### src/rtl/clk_div_pkg.sv
// Shared constants, divisor type and index-width helper for the multi-channel clock divider.
package clk_div_pkg;

  localparam int CNT_W_DEF       = 14;
  localparam int DEFAULT_DIV_DEF = 100;

  typedef logic [CNT_W_DEF-1:0] div_t;

  function automatic int ch_idx_w(input int num_ch);
    return (num_ch > 1) ? $clog2(num_ch) : 1;
  endfunction

endpackage

### src/rtl/clk_div_chan.sv
// One divider channel: counter, 50%-duty output, tick strobe and shadowed divisor.
module clk_div_chan
  import clk_div_pkg::*;
#(
  parameter int CNT_W       = CNT_W_DEF,
  parameter int DEFAULT_DIV = DEFAULT_DIV_DEF
) (
  input  logic             clk_i,
  input  logic             reset_n,
  input  logic             en,
  input  logic             sync,
  input  logic             load,
  input  logic [CNT_W-1:0] load_val,
  output logic             clk_o,
  output logic             tick_o
);

  localparam logic [CNT_W-1:0] DIV_RST = CNT_W'(DEFAULT_DIV);

  logic [CNT_W-1:0] count;
  logic [CNT_W-1:0] div_active;
  logic [CNT_W-1:0] div_pend;
  logic             pend_vld;
  logic             terminal;

  // >= rather than == so a divisor shrunk below the running count still terminates
  assign terminal = en && (count >= div_active);

  always_ff @(posedge clk_i or negedge reset_n) begin
    if (!reset_n) begin
      count      <= '0;
      clk_o      <= 1'b0;
      tick_o     <= 1'b0;
      div_active <= DIV_RST;
      div_pend   <= DIV_RST;
      pend_vld   <= 1'b0;
    end else begin
      if (sync) begin
        count  <= '0;
        clk_o  <= 1'b0;
        tick_o <= 1'b0;
        if (pend_vld) begin
          div_active <= div_pend;
          pend_vld   <= 1'b0;
        end
      end else if (terminal) begin
        count  <= '0;
        clk_o  <= ~clk_o;
        tick_o <= 1'b1;
        if (pend_vld) begin
          div_active <= div_pend;
          pend_vld   <= 1'b0;
        end
      end else if (en) begin
        count  <= count + CNT_W'(1);
        tick_o <= 1'b0;
      end else begin
        tick_o <= 1'b0;
      end

      // Placed last so a write in the same cycle as a load stays pending for next time
      if (load) begin
        div_pend <= load_val;
        pend_vld <= 1'b1;
      end
    end
  end

endmodule

### src/rtl/clk_div_multi.sv
// Multi-channel programmable clock divider / tick generator with shadowed divisor writes.
module clk_div_multi
  import clk_div_pkg::*;
#(
  parameter int NUM_CH      = 2,
  parameter int CNT_W       = CNT_W_DEF,
  parameter int DEFAULT_DIV = DEFAULT_DIV_DEF
) (
  input  logic                          clk_i,
  input  logic                          reset_n,
  input  logic                          en_i,
  input  logic                          sync_i,
  input  logic                          div_we_i,
  input  logic [ch_idx_w(NUM_CH)-1:0]   div_ch_i,
  input  logic [CNT_W-1:0]              div_val_i,
  output logic [NUM_CH-1:0]             clk_o,
  output logic [NUM_CH-1:0]             tick_o
);

  localparam int IDX_W = ch_idx_w(NUM_CH);

  logic [NUM_CH-1:0] load;

  // Indices with no matching channel decode to no strobe, so such writes vanish
  for (genvar i = 0; i < NUM_CH; i++) begin : g_ch
    assign load[i] = div_we_i && (div_ch_i == IDX_W'(i));

    clk_div_chan #(
      .CNT_W       (CNT_W),
      .DEFAULT_DIV (DEFAULT_DIV)
    ) u_chan (
      .clk_i    (clk_i),
      .reset_n  (reset_n),
      .en       (en_i),
      .sync     (sync_i),
      .load     (load[i]),
      .load_val (div_val_i),
      .clk_o    (clk_o[i]),
      .tick_o   (tick_o[i])
    );
  end

endmodule
### config.mk
export PLATFORM = sky130hd
export DESIGN_NAME = clk_div_multi
export DESIGN_NICKNAME = d
export VERILOG_FILES = /design/src/rtl/clk_div_pkg.sv /design/src/rtl/clk_div_chan.sv /design/src/rtl/clk_div_multi.sv
export SDC_FILE = /design/constraint.sdc
export NUM_CORES = 1
export LEC_CHECK = 0
export ABC_AREA = 1
export BUFFER_PORTS_ARGS = -buffer_cell sky130_fd_sc_hd__buf_2
export CORE_MARGIN = 2
export CORE_UTILIZATION = 55
export DETAILED_ROUTE_END_ITERATION = 16
export PLACE_DENSITY = 0.87
export SETUP_SLACK_MARGIN = 0.3
export SYNTH_ARGS = -nofsm -noshare
export SYNTH_HDL_FRONTEND = slang
export SYNTH_SLANG_ARGS = --single-unit
### constraint.sdc
create_clock -name clk_i -period 2.2 [get_ports clk_i]
set_clock_uncertainty 0.2 [all_clocks]
set_input_delay 0.33 -clock clk_i [delete_from_list [all_inputs] [get_ports clk_i]]
set_output_delay 0.33 -clock clk_i [all_outputs]
set_load 0.02 [all_outputs]
# After elaboration in Yosys (flattened, before gate mapping)
# Index checks and enable logic that the tools add are counted.
[word_totals]
regBits = 90
word_cells = 55
in_bits = 20
out_inout_bits = 4
[op_classes]
order_cmp = 2
add_sub_neg = 2
n_bitwise = 3
muxes = 26
n_reduce_logical = 10
[op_table]
columns = ["operator", "n"]
rows = [
  ["two-way mux 14 bit", 12],
  ["adder 14 x 1 -> 14 bit (second input constant)", 2],
  [">= comparator 14 bit", 2],
  ["two-way mux 1 bit", 14],
  ["nonzero test 3 bit", 4],
  ["logical AND 1 bit", 4],
  ["nonzero test 2 bit", 2],
  ["NOT 1 bit", 3],
]

# Logic depth before layout (Yosys ltp)
# Gate-level depths: netlist of run 1.
[logic_depth]
depth_word = 5
mapped_depth = 15
ltp_nobuf = 14

# By module
# A second synthesis of run 1 with hierarchy kept.
[hier_totals]
hier_cells = 557
area_unflattened_um2 = 4742.0
[by_module_without_submodules]
columns = ["mod", "cells_per_inst", "area_each_um2", "instances", "seq_area_each_um2"]
rows = [
  ["clk_div_chan at g_ch[0].u_chan", 276, 2396.0, 1, 1133.6],
  ["clk_div_chan at g_ch[1].u_chan", 277, 2328.5, 1, 1133.6],
  ["clk_div_multi", 4, 17.5, 1, 0.0],
]

# Worst setup path after synthesis of run 1
# Ideal clock, no wire load.
[synth_timing]
path_kind = "register to register"
startpoint = "register g_ch[0].u_chan.div_active[5]"
endpoint = "register g_ch[0].u_chan.div_active[10]"
path_slack_ns = 0.171
stages_incl_launch_ff = 15
t_required_ns = 1.883
period_less_slack_ns = 2.029
n_path_buf = 1
t_arrival_ns = 1.712
setup_ns = 0.117
path_cell_list = "dfstp_2 > inv_1 > ha_1 > nand2_1 > nor2_2 > nand2_1 > nand3_1 > nand2_1 > nand3_2 > nand2_4 > nand2_8 > nand2_8 > buf_12 > nand2_2 > nand2_1"
[synth_via]
elab_chain_len = 3
[synth_lines]
columns = ["item", "line_no", "rtl"]
rows = [
  ["start, declared", "clk_div_chan.sv:21", "logic [CNT_W-1:0] div_active;"],
  ["start signal, assigned", "clk_div_chan.sv:43", "div_active <= div_pend;"],
  ["start signal, assigned", "clk_div_chan.sv:51", "div_active <= div_pend;"],
  [">= comparator 14 bit", "clk_div_chan.sv:27", "assign terminal = en && (count >= div_active);"],
  ["logical AND 1 bit", "clk_div_chan.sv:27", ""],
  ["nonzero test 2 bit (no line)", "--", ""],
]
# Every way passes these cells.
# A chain may end at the register's enable or synchronous reset.

# Worst setup path after layout of run 1
[layout_timing]
startpoint = "register g_ch[1].u_chan.div_active[5]"
endpoint = "register g_ch[1].u_chan.div_active[7]"
[layout_via]
elab_chain_len = 3
[layout_lines]
columns = ["item", "line_no"]
rows = [
  ["start, declared", "clk_div_chan.sv:21"],
  ["start signal, assigned", "clk_div_chan.sv:43"],
  ["start signal, assigned", "clk_div_chan.sv:51"],
  [">= comparator 14 bit", "clk_div_chan.sv:27"],
  ["logical AND 1 bit", "clk_div_chan.sv:27"],
  ["nonzero test 2 bit (no line)", "--"],
]
# Every way passes these cells.

==> results of run 1 <==
==> what timing repair did <==
| item | CTS | global route |
|---|---|---|
| setup endpoints to repair | 56 | 62 |
| pin swaps | 26 | 45 |
| setup buffers | 13 | 8 |
| cloned | 6 | 1 |
| endpoints found under the hold margin | 26 | 0 |
| hold buffers | 2 | 0 |
| resized for setup | 32 | 73 |
==> routing by layer <==
layer  up-vias  wire, um  global-route usage
met2       328      7070               0.439
met5         -         0                   0
met3        73      1180              0.0525
met4         0       722               0.120
met1      2120      5390               0.327
li1       1897         -                   -
==> state kept, by name, summed over array words and instances, names as in the netlist <==
register                count
g_ch.u_chan.clk_o           2
g_ch.u_chan.count          28
g_ch.u_chan.div_active     28
g_ch.u_chan.div_pend       28
g_ch.u_chan.pend_vld        2
g_ch.u_chan.tick_o          2
==> Yosys cell counts (4+ instances only) <==
library cell and instances:
a21oi_1 10, buf_4 6, clkbuf_1 8, dfrtp_1 78, dfstp_2 12, ha_1 30, inv_1 74, nand2_1 141
nand2_2 20, nand3_1 46, nand3_2 4, nand4_1 9, nor2_1 41, nor2_2 4, nor3_1 9, o21ai_0 35
xor2_1 14
==> per-stage QoR <==
stage               cells  TNS, ns  setup slack, ns
floorplan             568        0            0.193
global route          732    -3.79           -0.169
finish                732    -2.13           -0.118
detailed placement    686  -0.0372          -0.0148
CTS                   723        0           0.0895
global placement      686        0           0.0920
==> area by class of cell <==
type                       instances  area [um2]
fill                             535        2630
multi-input combinational        383        2600
sequential                        90        2270
timing repair buffer              59         495
inverter                          76         285
tap                              108         135
clock buffer                       9         124
clock inverter                     7        92.6
==> kinds of logic (layout without fill, tap and decap cells) <==
logic type                 Yosys count  count (layout)  share of synthesized area
and+or+nand+nor                    284             289                      0.278
xor gates and xnor gates            17              17                     0.0308
DFF                                 90              90                      0.469
AOI/OAI and AO/OA                   47              47                     0.0492
adders and majority gates           30              30                     0.0777
buffers and inverters              100             151                     0.0951
==> critical path: stages, from the launching register on <==
cell       delay [ns]
dfstp_2          0.57
inv_2            0.07
ha_4             0.29
nand2_4          0.07
nor2_4           0.09
nand2_1          0.07
nand3_1          0.11
nand2_1          0.08
nand3_2          0.10
nand2_4          0.09
nand2_8          0.16
clkbuf_16        0.19
nand3_2          0.06
nand2_1          0.10
==> power groups by stage <==
stage | clock network (mW) | registers [mW] | logic, mW
2_1_floorplan | 0 | 2.04 | 0.655
3_3_place_gp | 0 | 2.08 | 0.773
3_5_place_dp | 0 | 2.09 | 0.823
4_1_cts | 1.23 | 2.06 | 0.976
5_1_grt | 1.34 | 2.13 | 1.44
6_report | 1.27 | 2.11 | 1.34
==> how the worst max path moves through the flow <==
| stage | startpoint | end | slack (ns) | depth (start not counted) |
|---|---|---|---|---|
| after floorplan | g_ch[1].u_chan.div_active[5] | g_ch[1].u_chan.div_active[10] | 0.19 | 14 |
| after global placement | g_ch[0].u_chan.div_active[6] | g_ch[0].u_chan.div_active[0] | 0.09 | 13 |
| after detailed placement | g_ch[0].u_chan.div_active[5] | g_ch[0].u_chan.div_active[12] | -0.01 | 13 |
| after CTS | g_ch[0].u_chan.div_active[5] | g_ch[0].u_chan.div_active[12] | 0.09 | 13 |
| after global routing | g_ch[1].u_chan.div_active[5] | g_ch[1].u_chan.div_active[7] | -0.17 | 13 |
| final | g_ch[1].u_chan.div_active[5] | g_ch[1].u_chan.div_active[7] | -0.12 | 13 |
==> impl_metrics.toml, run 1 <==
[outcome]
outcome = "finished with violations"
violations = "hold timing, setup timing"

[yosys]
synth_fp_nets = 618
syn_area_mm2 = 0.00483
synthFlopType = "dfrtp_1"
synth.distinct_cells = 29
yosysTopAreaCell = "dfrtp_1"
synth-edff-count = 0
yosysSeqAreaShare = 0.469
syn_avg_cell_area_um2 = 8.50
yosysWarnings = 0
async_reset_ff_frac = 1.00
synth_area_leaders = "dfrtp_1 (40%), nand2_1 (11%), ha_1 (7.8%)"
synth_top_area_frac = 0.404
syn_inst = 568
ys_ff_latch = 90

[die]
ios = 24
core_area_mm2 = 0.00864
row_count = 34
dieArea_mm2 = 0.00955
die_y_um = 97.7
dieWidth_um = 97.7
initial_utilization = 0.559

[clock_tree]
cts-root-buf = "clkbuf_8"
cts_tree = "yes"
htreeDepth = 3
clock_sinks = 90
cts_buffers = 9
cts_max_path_buffers = 2
clk_transition_reported_paths_ns = 0.11
clkLatencyLatePin_ns = 0.40

[global_route]
grt_pass1_wl_um = 20000
grt_max_degree = 43
antenna_found_initial = 0
grt_pass1_vias = 4186
grtUsageTotal = 0.261
overflow = 0

[route]
drc = 0
drt_wl_total_um = 14400
ant_nets = 0
vias_per_cell = 6.04
vias = 4418
wl_per_cell_um = 19.6
first_iter_violations = 477
first_pass_iters = 13

[critical_path]
reg2reg_from = "g_ch[1].u_chan.div_active[5]"
start_kind = "flip-flop"
r2r_setup_slack_ns = -0.12
timing.rr.end = "g_ch[1].u_chan.div_active[7]"
required_ns = 2.32
worstPathArrival_ns = 2.44
path_max_fanout = 7
end_kind = "flip-flop"
worstRegToRegCells = 13
critPathKind = "reg2reg"

[power]
swShare = 0.365
leakage_nw = 2.91
clock_power_share = 0.269
pwr-share-comb = 0.284
power_mw = 4.72
p_int_mw = 3.00
p_seq_frac = 0.448
ir_drop_uv = 729
switchingPower_mw = 1.72
p_per_area_mw_per_mm2 = 786

[timing]
setup_slack_ns = -0.118
rsz0062_at_grt = "true"
hold_slack_ns = -0.0101
max_slew_margin = 0.394
finalCriticalPeriod_ns = 2.32
hold_viol = 2
period_share = 1.05
slew_viol_final = 0
max_freq_mhz = 431
setup_violations = 46
worst_pin_slew_ns = 0.910

[finish]
layout_commonest_cell = "nand2_1"
final_core_util = 0.695
nets = 669
synthToLayoutAreaGrowth_pct = 24.3
layout_common_cells = "nand2_1 (124), dfrtp_1 (75), inv_1 (68)"
fin_area_mm2 = 0.00600
layout-drive-gt1-share = 0.317
num_antenna_cells = 0

[placed_design]
hpwl_um = 7240
portBuffers = 23
placed_cell_area_mm2 = 0.00503
gp_congestion = 0.869

[min_path]
hp-start = "div_val_i[8]"
worstHoldEndpoint = "g_ch[0].u_chan.div_pend[8]"
min_path_type = "in2reg"
hold_depth = 3

[job]
maxCapViolCount = 0
Power figures use the tool's default switching activity.
==> run 2, diff against run 1 <==
- BUFFER_PORTS_ARGS: -buffer_cell sky130_fd_sc_hd__buf_2 -> not set
- CORE_ASPECT_RATIO: not set -> 1.25
- CORE_UTILIZATION: 55 -> 58
- DONT_BUFFER_PORTS: not set -> 1
- GPL_TIMING_DRIVEN: not set -> 0
==> run 2 against run 1 <==
The run still ends with hold timing, setup timing left. Flip-flop and latch count unchanged. Routed wire length grew 7.9%. Hold slack got worse by 0.55 ns. Setup slack lost 0.067 ns. Register-to-register slack got worse by 0.07 ns. Non-clock buffer count grew 15.
==> impl_metrics.toml, run 2 (same netlist as run 1, synthesis figures left out) <==
[timing]
period_share = 1.08
hold_viol = 90
setup_violations = 53
max_slew_margin = 0.574
slew_viol_final = 0
setup_tns_ns = -5.68
setup_slack_ns = -0.184
finalCriticalPeriod_ns = 2.38
worst_pin_slew_ns = 0.639
hold_slack_ns = -0.561
max_freq_mhz = 419
rsz0062_at_grt = "true"

[critical_path]
worstPathCellList = "inv_2 -> ha_4 -> nand2_2 -> nor2_4 -> nand2_2 -> nand3_2 -> nand2_2 -> nand3_4 -> nand2_4 -> nand2_8 -> buf_6 -> buf_6 -> nand3_2 -> nand2_1"
slowest_delay_ns = 0.58
path_common_cell = "nand2_2"
worstPathArrival_ns = 2.51
path_max_fanout = 5
timing.rr.end = "g_ch[1].u_chan.div_active[4]"
required_ns = 2.33
end_kind = "flip-flop"
critPathKind = "reg2reg"
start_kind = "flip-flop"
reg2reg_from = "g_ch[1].u_chan.div_active[2]"
cpMaxStageDelayCell = "dfstp_2"
worstRegToRegCells = 14
r2r_setup_slack_ns = -0.18

[route]
first_iter_violations = 740
drt_wl_total_um = 15500
ant_nets = 0
wl_per_cell_um = 21.2
first_pass_iters = 6
drc = 0
vias = 4516
vias_per_cell = 6.18

[clock_tree]
clkLatencyLatePin_ns = 0.38
htreeDepth = 3
cts-root-buf = "clkbuf_8"
cts_tree = "yes"
clk_transition_reported_paths_ns = 0.10
cts_max_path_buffers = 2
cts_buffers = 9
clock_sinks = 90

[die]
core_area_mm2 = 0.00815
row_count = 37
die_y_um = 106
dieWidth_um = 85.6
initial_utilization = 0.593
ios = 24
dieArea_mm2 = 0.00908

[finish]
stdcell_count = 731
layout_commonest_cell = "nand2_1"
layout-drive-gt1-share = 0.304
synthToLayoutAreaGrowth_pct = 26.5
num_antenna_cells = 0
top_regs = "g_ch.u_chan.count: 28 flops, g_ch.u_chan.div_active: 28 flops, g_ch.u_chan.div_pend: 28 flops"
nets = 679
layout_common_cells = "nand2_1 (121), dfrtp_1 (76), inv_1 (67)"
fin_area_mm2 = 0.00611
final_core_util = 0.750

[placed_design]
post-place-ws_ns = -0.0404
hpwl_um = 6970
portBuffers = 0
dp.cells = 665
gp_congestion = 0.792
placed_cell_area_mm2 = 0.00496

[global_route]
grt_max_degree = 91
grtUsageTotal = 0.287
grt_pass1_vias = 4078
antenna_found_initial = 0
overflow = 0
grt_pass1_wl_um = 20000

[power]
ir_drop_uv = 685
leakage_nw = 2.95
p_per_area_mw_per_mm2 = 795
power_mw = 4.86

[outcome]
outcome = "finished with violations"
violations = "hold timing, setup timing"

[min_path]
min_path_type = "in2async"

[job]
maxCapViolCount = 0
[run 2: report_power, final]
part	internal [mW]	switching [mW]	total [mW]
sequential	1.90	0.195	2.10
clock	0.675	0.627	1.30
combinational	0.604	0.854	1.46
total	3.18	1.68	4.86
[run 2: worst max-delay path by stage]
stage	from	to	slack, ns	cells after the start
5_1_grt	g_ch[0].u_chan.div_active[2]	g_ch[0].u_chan.div_active[12]	-0.24	14
4_1_cts	g_ch[0].u_chan.div_active[5]	g_ch[0].u_chan.div_active[4]	0.03	14
6_report	g_ch[1].u_chan.div_active[2]	g_ch[1].u_chan.div_active[4]	-0.18	14
2_1_floorplan	g_ch[1].u_chan.div_active[5]	g_ch[1].u_chan.div_active[10]	0.19	14
3_3_place_gp	g_ch[1].u_chan.div_active[5]	g_ch[1].u_chan.div_active[10]	0.04	14
3_5_place_dp	g_ch[1].u_chan.div_active[5]	g_ch[1].u_chan.div_active[10]	-0.04	14
[run 2: timing repair]
item                       CTS  global route
hold buffers                11             2
gates cloned                 4             0
buffers inserted            16            17
setup endpoints to repair   60            62
pin swaps                   28            39
resized for setup           49            61
hold endpoints to repair   110            92
[run 2: worst max-delay path: cells and delay by family (launching register included)]
kind,cells,cell delay [ns]
fa+ha+maj,1,0.25
flops,1,0.58
simple gates,10,0.95
buf+inv,3,0.34
[run 2: layout make-up]
class / count / area (um2)
flip-flops and latches: 90 / 2270
multi-input cells: 378 / 2530
inverters: 76 / 285
repair buffers: 50 / 493
clock buffers: 12 / 145
clock inverters: 4 / 76.3
plain buffers: 24 / 185
well taps: 97 / 121
fillers: 448 / 2040
[run 2: layer usage]
metal | global-route usage | part of all wire | vias to the layer above
li1 | - | - | 1919
met1 | 0.350 | 0.34 | 2183
met2 | 0.488 | 0.51 | 313
met3 | 0.0373 | 0.073 | 101
met4 | 0.161 | 0.075 | 0
met5 | 0 | 0 | -
